===== config.mk =====
export PLATFORM = sky130hd
export DESIGN_NAME = regfile_multiport
export DESIGN_NICKNAME = d
export VERILOG_FILES = /design/src/rtl/regfile_multiport.sv
export SDC_FILE = /design/constraint.sdc
export NUM_CORES = 2
export LEC_CHECK = 0
export ABC_CLOCK_PERIOD_IN_PS = 8000
export CORE_ASPECT_RATIO = 1.75
export CORE_MARGIN = 1
export CORE_UTILIZATION = 45
export DETAILED_ROUTE_END_ITERATION = 8
export SYNTH_ARGS = -nofsm -noshare
export SYNTH_HDL_FRONTEND = slang
export SYNTH_SLANG_ARGS = --single-unit

===== constraint.sdc =====
create_clock -name Clk -period 8 [get_ports Clk]
set_input_delay 0.8 -clock Clk [delete_from_list [all_inputs] [get_ports Clk]]
set_output_delay 0.8 -clock Clk [all_outputs]
set_load 0.02 [all_outputs]

===== src/rtl/regfile_multiport.sv =====
// rtl/regfile_multiport.sv - parametrised two-read/two-write register file with pending scoreboard
// Lane B overrides lane A on address collisions; a same-edge reserve supersedes a retiring write.
module regfile_multiport #(
  parameter int WIDTH    = 32,
  parameter int DEPTH    = 32,
  parameter int ADDR_W   = 5,
  parameter int ZERO_REG = 1,
  parameter int BYPASS   = 1
) (
  input  logic              Clk,
  input  logic              Rst_n,
  input  logic [ADDR_W-1:0] ReadRegister1,
  input  logic [ADDR_W-1:0] ReadRegister2,
  output logic [WIDTH-1:0]  ReadData1,
  output logic [WIDTH-1:0]  ReadData2,
  output logic              ReadBusy1,
  output logic              ReadBusy2,
  input  logic [ADDR_W-1:0] WriteRegisterA,
  input  logic [WIDTH-1:0]  WriteDataA,
  input  logic              RegWriteA,
  input  logic [ADDR_W-1:0] WriteRegisterB,
  input  logic [WIDTH-1:0]  WriteDataB,
  input  logic              RegWriteB,
  input  logic              Reserve,
  input  logic [ADDR_W-1:0] ReserveRegister,
  output logic              ReserveStall,
  output logic [ADDR_W:0]   PendingCount
);

  logic [WIDTH-1:0] r_regs [DEPTH];
  logic [DEPTH-1:0] r_pending;
  logic [ADDR_W:0]  r_pending_count;

  logic [DEPTH-1:0] w_wr_hit;
  logic [DEPTH-1:0] w_pending_next;
  logic [ADDR_W:0]  w_pending_count_next;
  logic             w_we_a;
  logic             w_we_b;
  logic             w_zero1;
  logic             w_zero2;
  logic             w_rsv_stall;
  logic             w_rsv_en;

  for (genvar g = 0; g < DEPTH; g++) begin : g_hit
    assign w_wr_hit[g] = (RegWriteA && (WriteRegisterA == ADDR_W'(g))) ||
                         (RegWriteB && (WriteRegisterB == ADDR_W'(g)));
  end

  assign w_we_a  = RegWriteA && !((ZERO_REG != 0) && (WriteRegisterA == '0));
  assign w_we_b  = RegWriteB && !((ZERO_REG != 0) && (WriteRegisterB == '0));
  assign w_zero1 = (ZERO_REG != 0) && (ReadRegister1 == '0);
  assign w_zero2 = (ZERO_REG != 0) && (ReadRegister2 == '0);

  // A retiring write to the reserved register frees it this cycle, so no stall.
  assign w_rsv_stall = Reserve && r_pending[ReserveRegister] && !w_wr_hit[ReserveRegister];
  assign w_rsv_en    = Reserve && !w_rsv_stall &&
                       !((ZERO_REG != 0) && (ReserveRegister == '0));

  always_comb begin
    w_pending_next = r_pending & ~w_wr_hit;
    if (w_rsv_en) begin
      w_pending_next[ReserveRegister] = 1'b1;
    end
    w_pending_count_next = '0;
    for (int i = 0; i < DEPTH; i++) begin
      w_pending_count_next = w_pending_count_next + {{ADDR_W{1'b0}}, w_pending_next[i]};
    end
  end

  always_ff @(posedge Clk or negedge Rst_n) begin
    if (!Rst_n) begin
      for (int i = 0; i < DEPTH; i++) begin
        r_regs[i] <= '0;
      end
      r_pending       <= '0;
      r_pending_count <= '0;
    end else begin
      if (w_we_a) begin
        r_regs[WriteRegisterA] <= WriteDataA;
      end
      if (w_we_b) begin
        r_regs[WriteRegisterB] <= WriteDataB;
      end
      r_pending       <= w_pending_next;
      r_pending_count <= w_pending_count_next;
    end
  end

  always_comb begin
    ReadData1 = r_regs[ReadRegister1];
    if (w_zero1) begin
      ReadData1 = '0;
    end else if ((BYPASS != 0) && RegWriteB && (WriteRegisterB == ReadRegister1)) begin
      ReadData1 = WriteDataB;
    end else if ((BYPASS != 0) && RegWriteA && (WriteRegisterA == ReadRegister1)) begin
      ReadData1 = WriteDataA;
    end
  end

  always_comb begin
    ReadData2 = r_regs[ReadRegister2];
    if (w_zero2) begin
      ReadData2 = '0;
    end else if ((BYPASS != 0) && RegWriteB && (WriteRegisterB == ReadRegister2)) begin
      ReadData2 = WriteDataB;
    end else if ((BYPASS != 0) && RegWriteA && (WriteRegisterA == ReadRegister2)) begin
      ReadData2 = WriteDataA;
    end
  end

  assign ReadBusy1 = r_pending[ReadRegister1] && !w_zero1 &&
                     !((BYPASS != 0) && w_wr_hit[ReadRegister1]);
  assign ReadBusy2 = r_pending[ReadRegister2] && !w_zero2 &&
                     !((BYPASS != 0) && w_wr_hit[ReadRegister2]);

  assign ReserveStall = w_rsv_stall;
  assign PendingCount = r_pending_count;

endmodule


After elaboration in Yosys (flattened, before gate mapping)
Cells that the tools add are included.

$add $sub $neg: 31. Magnitude comparators: 10. Eq/ne operators: 66. Mux-type cells: 35. Bitwise logic cells: 7. Reduce and logical (&&, ||, !) cells: 127.

Operators with widths (number): bitwise mux 1024 bit (2); two-way mux 1024 bit (2); two-way mux 32 bit (13); binary-select mux 32 bit (select 5 bit) (2); demux 32 bit (select 5 bit) (2); == test 5 bit (second input constant) (32); adder 6 x 1 -> 6 bit (26); logical AND 1 bit (81); == test 5 x 4 -> 1 bit (second input constant) (16); == test 5 x 3 -> 1 bit (second input constant) (8); AND 32 bit (1); logical OR 1 bit (32); inverter 32 bit (1); OR 32 bit (1); binary-select mux 1 bit (select 5 bit) (6); zero test 5 bit (5); >= comparator 6 bit (second input constant) (4); inverter 5 -> 6 bit (4); == test 5 x 2 -> 1 bit (second input constant) (4); == test 5 bit (4); < comparator 5 x 6 -> 1 bit (second input constant) (3); < comparator 6 x 1 -> 1 bit (second input constant) (2); == test 5 x 1 -> 1 bit (second input constant) (2); zero test 1 bit (9); other kinds (8) (14).

Register bits after elaboration: 1062. Bits of input ports: 94. Logic and storage cells: 310.

Depth between registers and ports, before layout
Depth in word-level cells: 42. Mapped depth: 28. Mapped depth without buffers: 24.

Least setup slack after synthesis
No wires, ideal clock.

Path kind: input port to flip-flop. Start point: input ReserveRegister[1]. End point: register r_pending_count[4], in the netlist PendingCount[4]. Data arrival time: 6897 ps. Path slack: 1023 ps. Cell stages on the path: 27. Buffers on the path: 3. Cell sequence: clkbuf_1 -> buf_2 -> mux2i_1 -> o22ai_1 -> a211oi_1 -> nor2_1 -> o211a_2 -> nand3_2 -> inv_2 -> buf_4 -> o21a_1 -> fa_1 -> inv_1 -> fa_1 -> inv_1 -> fa_1 -> inv_1 -> fa_1 -> fa_1 -> inv_1 -> fa_1 -> inv_1 -> ha_1 -> fa_1 -> a21o_1 -> a21oi_1 -> xnor2_1.

Longest elaborated chain between the ends: 39. Elaborated cells between the ends (all ways): 50.

Ends and longest elaborated chain: start: declaration (RTL line 25) `input logic [ADDR_W-1:0] ReserveRegister,`; parallel branches: the longest is 7 deep, another holds < comparator 5 x 6 -> 1 bit; two-way mux 32 bit (*) (RTL line 61) `if (w_rsv_en) begin`; adder 1 x 1 -> 2 bit (RTL line 66) `w_pending_count_next = w_pending_count_next + {{ADDR_W{1'b0}}, w_pending_next[i]};`; adder 2 x 1 -> 3 bit (RTL line 66); adder 3 x 1 -> 4 bit (RTL line 66); adder 4 x 1 -> 5 bit (RTL line 66); adder 5 x 1 -> 6 bit (RTL line 66); adder 6 x 1 -> 6 bit (25 in a row) (RTL line 66); adder 6 x 1 -> 6 bit (*) (RTL line 66); via w_pending_count_next[4] (RTL line 36) `logic [ADDR_W:0] w_pending_count_next;`; end signal: assignment (RTL line 85) `r_pending_count <= w_pending_count_next;`; end: declaration (RTL line 32) `logic [ADDR_W:0] r_pending_count;`.

Mark *: on every way through the listed nets, which the timed path passes. The select of a mux whose other input is x is not followed.

Final worst setup path
Start point: input RegWriteB. End point: register r_pending_count[4], in the netlist PendingCount[4].

Longest elaborated chain between the ends: 41. Elaborated cells between the ends (all ways): 106.

Ends and longest elaborated chain: start: declaration (RTL line 23) `input logic RegWriteB,`; logical AND 1 bit (RTL line 46) `(RegWriteB && (WriteRegisterB == ADDR_W'(g)));`; logical OR 1 bit (RTL line 45) `assign w_wr_hit[g] = (RegWriteA && (WriteRegisterA == ADDR_W'(g))) ||`; binary-select mux 1 bit (select 5 bit) (RTL line 55) `assign w_rsv_stall = Reserve && r_pending[ReserveRegister] && !w_wr_hit[ReserveRegister];`; two-way mux 1 bit (not written as such) (RTL line 55); zero test 1 bit (RTL line 55); logical AND 1 bit (RTL line 55); zero test 1 bit (RTL line 56) `assign w_rsv_en = Reserve && !w_rsv_stall &&`; logical AND 1 bit (2 in a row) (RTL line 56); two-way mux 32 bit (*) (RTL line 61); adder 1 x 1 -> 2 bit (RTL line 66); adder 2 x 1 -> 3 bit (RTL line 66); adder 3 x 1 -> 4 bit (RTL line 66); adder 4 x 1 -> 5 bit (RTL line 66); adder 5 x 1 -> 6 bit (RTL line 66); adder 6 x 1 -> 6 bit (25 in a row) (RTL line 66); adder 6 x 1 -> 6 bit (*) (RTL line 66); via w_pending_count_next[4] (RTL line 36).

Mark *: on every way through the listed nets, which the timed path passes. The rest lies on a longest branch. The select of a mux whose other input is x is not followed.

==> out/results.ini <==
[sta]
setup_violations = 0
tns_ns = 0
fmax_ghz = 0.138
min_period_over_period_pct = 90.5
drv_slew = 0
period_minus_slack_ns = 7.24
slew_headroom_pct = 4.44
rsz0062_at_grt = false
fin_skew_ns = 0.00688
layout_setup_ws_ns = 0.761
worst_pin_slew_ns = 1.43
hold_viol = 0

[power]
power_switching_share_pct = 33.5
p_comb_share_pct = 32.7
p_int_mw = 13.2
p_clk_share_pct = 27.5
leakage_nw = 31.6
netSwitchingPower_mw = 6.63
power.density_mw_per_mm2 = 263
max-vdd-ir-drop_mv = 1.07
p_seq_share_pct = 39.7

[worst_setup_path]
cp.arrival_ns = 7.92
path_buf_inv = 6
cp_max_fo = 12
critical_path.max_stage_delay_ns = 0.73
cp_common_cell = fa_1
cp-start-kind = input pin
worstSetupPathType = input pin to flip-flop
path_delay_family = adder cells
crit_path_top_delay_cell = clkdlybuf4s50_1
required_ns = 8.69
cp-end-kind = flip-flop
crit_path_cell_trace = clkdlybuf4s50_1 > nand4b_1 > or2_4 > a31oi_1 > o31ai_1 > a31o_2 > nand3_2 > inv_2 > buf_4 > o21a_1 > fa_1 > fa_1 > fa_1 > inv_1 > fa_1 > fa_1 > inv_1 > fa_1 > inv_1 > ha_1 > fa_1 > a21o_1 > a21oi_1 > xnor2_1

[global_route]
grt_pass1_wl_um = 453000
antenna_found_initial = 39
track_usage_pct = 42.6
grt_remaining_overflow = 0
grt_max_degree = 153
grt_pass1_vias = 59600

[placement]
dp_hpwl_um = 185000
gp_congestion = 0.953
dpl.cell_count = 8363
place_ws_ns = -0.0363
place_area_mm2 = 0.0716
port_buffers = 166

[clock_network]
cts-root-buf = clkbuf_16
cts_tree = done
htree_levels = 3
cts_resized = 0
cts.sinks = 1062
cts.reportedPaths.clkPinSlew_ns = 0.07
post-cts-setup-buffer-count = 0
cts_hold_buf = 0
cts_buffer_depth = 3
cts_buffers = 106
clk_latency_ns = 0.76

[floorplan]
start_util_pct = 45.3
dieArea_mm2 = 0.152
io_pins = 167
fp.dieW_um = 295
core_mm2 = 0.150
row_count = 188
die_h_um = 515

[yosys]
synth_ff_type = dfrtp_1
synth.area.top_cells = dfrtp_1 39%, mux4_2 21%, nand2_1 5.2%
async_flop_share_pct = 100
syn_inst = 6761
synth_top_area_share_pct = 39.2
yosysSeqAreaShare_pct = 39.2
synthesis.area_mm2 = 0.0678
ys_warn_count = 0
synth_edf_count = 0
syn_area_per_cell_um2 = 10.0
synth_cell_type_count = 78
synth_seq_cells = 1062
synth_area_leader_cell = dfrtp_1
postSynthNetCount = 6886

[finish]
final-instance-count-excl-fill = 8588
nets = 6601
finalInstanceArea_mm2 = 0.0753
area_delta_synth_final_pct = 11.1
drive_gt1_share_pct = 19.6
nFillCells = 13400

[detailed_routing]
via_per_inst = 7.18
ant_nets = 0
drt_wl_total_um = 324000
wl_per_cell_um = 37.8
drt_pass1_iterations = 7
drc_errors = 0
drt_iter0_drc = 9708
num_vias = 61700

[outcome]
status = finished clean

[job]
drv_cap = 0

[min_path]
hold_class = input pin to asynchronous set/reset pin

## synthesized netlist by cell type, types with 7 or more instances
cell / count
buf_1: 76
o31ai_1: 22
a22oi_1: 466
clkbuf_1: 654
or2_2: 9
a31oi_1: 202
nand2_1: 938
xnor2_1: 8
mux4_2: 644
nand2b_1: 17
dfrtp_1: 1062
nor2b_1: 11
ha_1: 7
fa_1: 24
o211ai_1: 8
nand3b_1: 10
nor4_1: 8
clkbuf_2: 16
and3_1: 44
nor2_1: 758
o21ai_1: 34
o21ai_0: 477
o21a_1: 17
nor3_1: 8
a21oi_1: 489
and2_1: 45
o221ai_1: 14
xor2_1: 17
buf_4: 13
mux2i_1: 322
o22ai_1: 27
nand3_1: 45
inv_1: 44
buf_2: 99
a211oi_1: 24
buf_6: 10
## registers in the layout, indices dropped and copies added (netlist names)
name          cells
PendingCount      6
r_regs         1024
r_pending        32
## power groups by stage
stage / Combinational [mW] / Clock, mW / Sequential [mW]
2_1_floorplan: 4.65 / 0 / 7.51
3_3_place_gp: 6.33 / 0 / 7.79
3_5_place_dp: 6.43 / 0 / 7.89
4_1_cts: 6.44 / 5.45 / 7.80
5_1_grt: 7.05 / 5.63 / 7.99
6_report: 6.48 / 5.46 / 7.88
## layout by cell type, fill, tap and decap left out, types with 10 or more instances in the layout
cell type | netlist | final
fa_1 | 24 | 24
o221ai_1 | 14 | 14
and3_1 | 44 | 42
o21ai_0 | 477 | 476
clkbuf_8 | 0 | 28
xor2_1 | 17 | 17
nand2_4 | 0 | 22
and2_1 | 45 | 42
clkinv_2 | 0 | 15
a21oi_1 | 489 | 488
o21a_1 | 17 | 17
o21ai_1 | 34 | 34
nand2_2 | 3 | 20
nor2_2 | 1 | 20
inv_1 | 44 | 42
nor2_4 | 1 | 26
buf_12 | 0 | 19
diode_2 | 0 | 30
nor2b_1 | 11 | 11
mux2i_1 | 322 | 322
o22ai_1 | 27 | 27
dfrtp_1 | 1062 | 1062
nand3_1 | 45 | 42
clkbuf_1 | 654 | 23
nand2_1 | 938 | 899
a22oi_1 | 466 | 463
a31oi_1 | 202 | 202
mux4_2 | 644 | 644
o31ai_1 | 22 | 22
clkdlybuf4s50_1 | 0 | 155
clkbuf_16 | 0 | 109
nand3b_1 | 10 | 10
nand2b_1 | 17 | 14
a211oi_1 | 24 | 24
nor2_1 | 758 | 714
buf_4 | 13 | 292
## metrics by stage
step | utilization (%) | hold slack, ns | total power, mW
2_1_floorplan | - | 0.441 | 12.2
3_3_place_gp | 47.8 | 0.376 | 14.1
3_5_place_dp | 47.8 | 0.384 | 14.3
4_1_cts | 50.3 | 0.0986 | 19.7
5_1_grt | 50.3 | 0.104 | 20.7
6_report | 50.3 | 0.0618 | 19.8
## final cells by class
class | instances | area, um^2 | area share, %
diodes | 30 | 75.1 | 0.0997
clock buffers | 160 | 3200 | 4.25
clock inverters | 35 | 465 | 0.618
inverters | 50 | 193 | 0.256
multi-input cells | 4781 | 38100 | 50.6
flip-flops and latches | 1062 | 26600 | 35.3
well taps | 1995 | 2500 | 3.31
repair buffers | 475 | 4230 | 5.61
## routing by layer
layer / up-vias / routed length (um) / GRT usage, %
met4: 36 / 35300 / 39.0
met2: 5335 / 139000 / 61.3
li1: 24200 / - / -
met5: - / 345 / 0.0976
met3: 1624 / 44200 / 14.7
met1: 30500 / 106000 / 49.6
## path summary, 6_finish.rpt
check / from / end / slack, ns / depth (start not counted)
worst max-delay path: RegWriteB / PendingCount[4] / 0.76 / 24
worst min-delay path: Rst_n / r_regs[892] / 0.06 / 1
worst max register to register: r_pending[5] / PendingCount[4] / 1.48 / 23
worst min register to register: r_regs[996] / r_regs[996] / 0.39 / 0
max in group asynchronous: Rst_n / r_regs[486] / 5.98 / 3
min in group Clk: r_regs[996] / r_regs[996] / 0.39 / 0
## cell families (layout without fill, tap and decap cells)
family          Yosys count  after routing  share of synthesized area, %
flops                  1062           1062                          39.2
buf+inv                 918            720                          5.48
simple gates           1943           1943                          11.8
other cells               0             30                             0
compound gates         1812           1812                          16.1
fa+ha+maj                31             31                         0.838
mux                     970            970                          26.3
xor+xnor                 25             25                         0.323
Note: power is estimated with default switching activity, not from simulation.
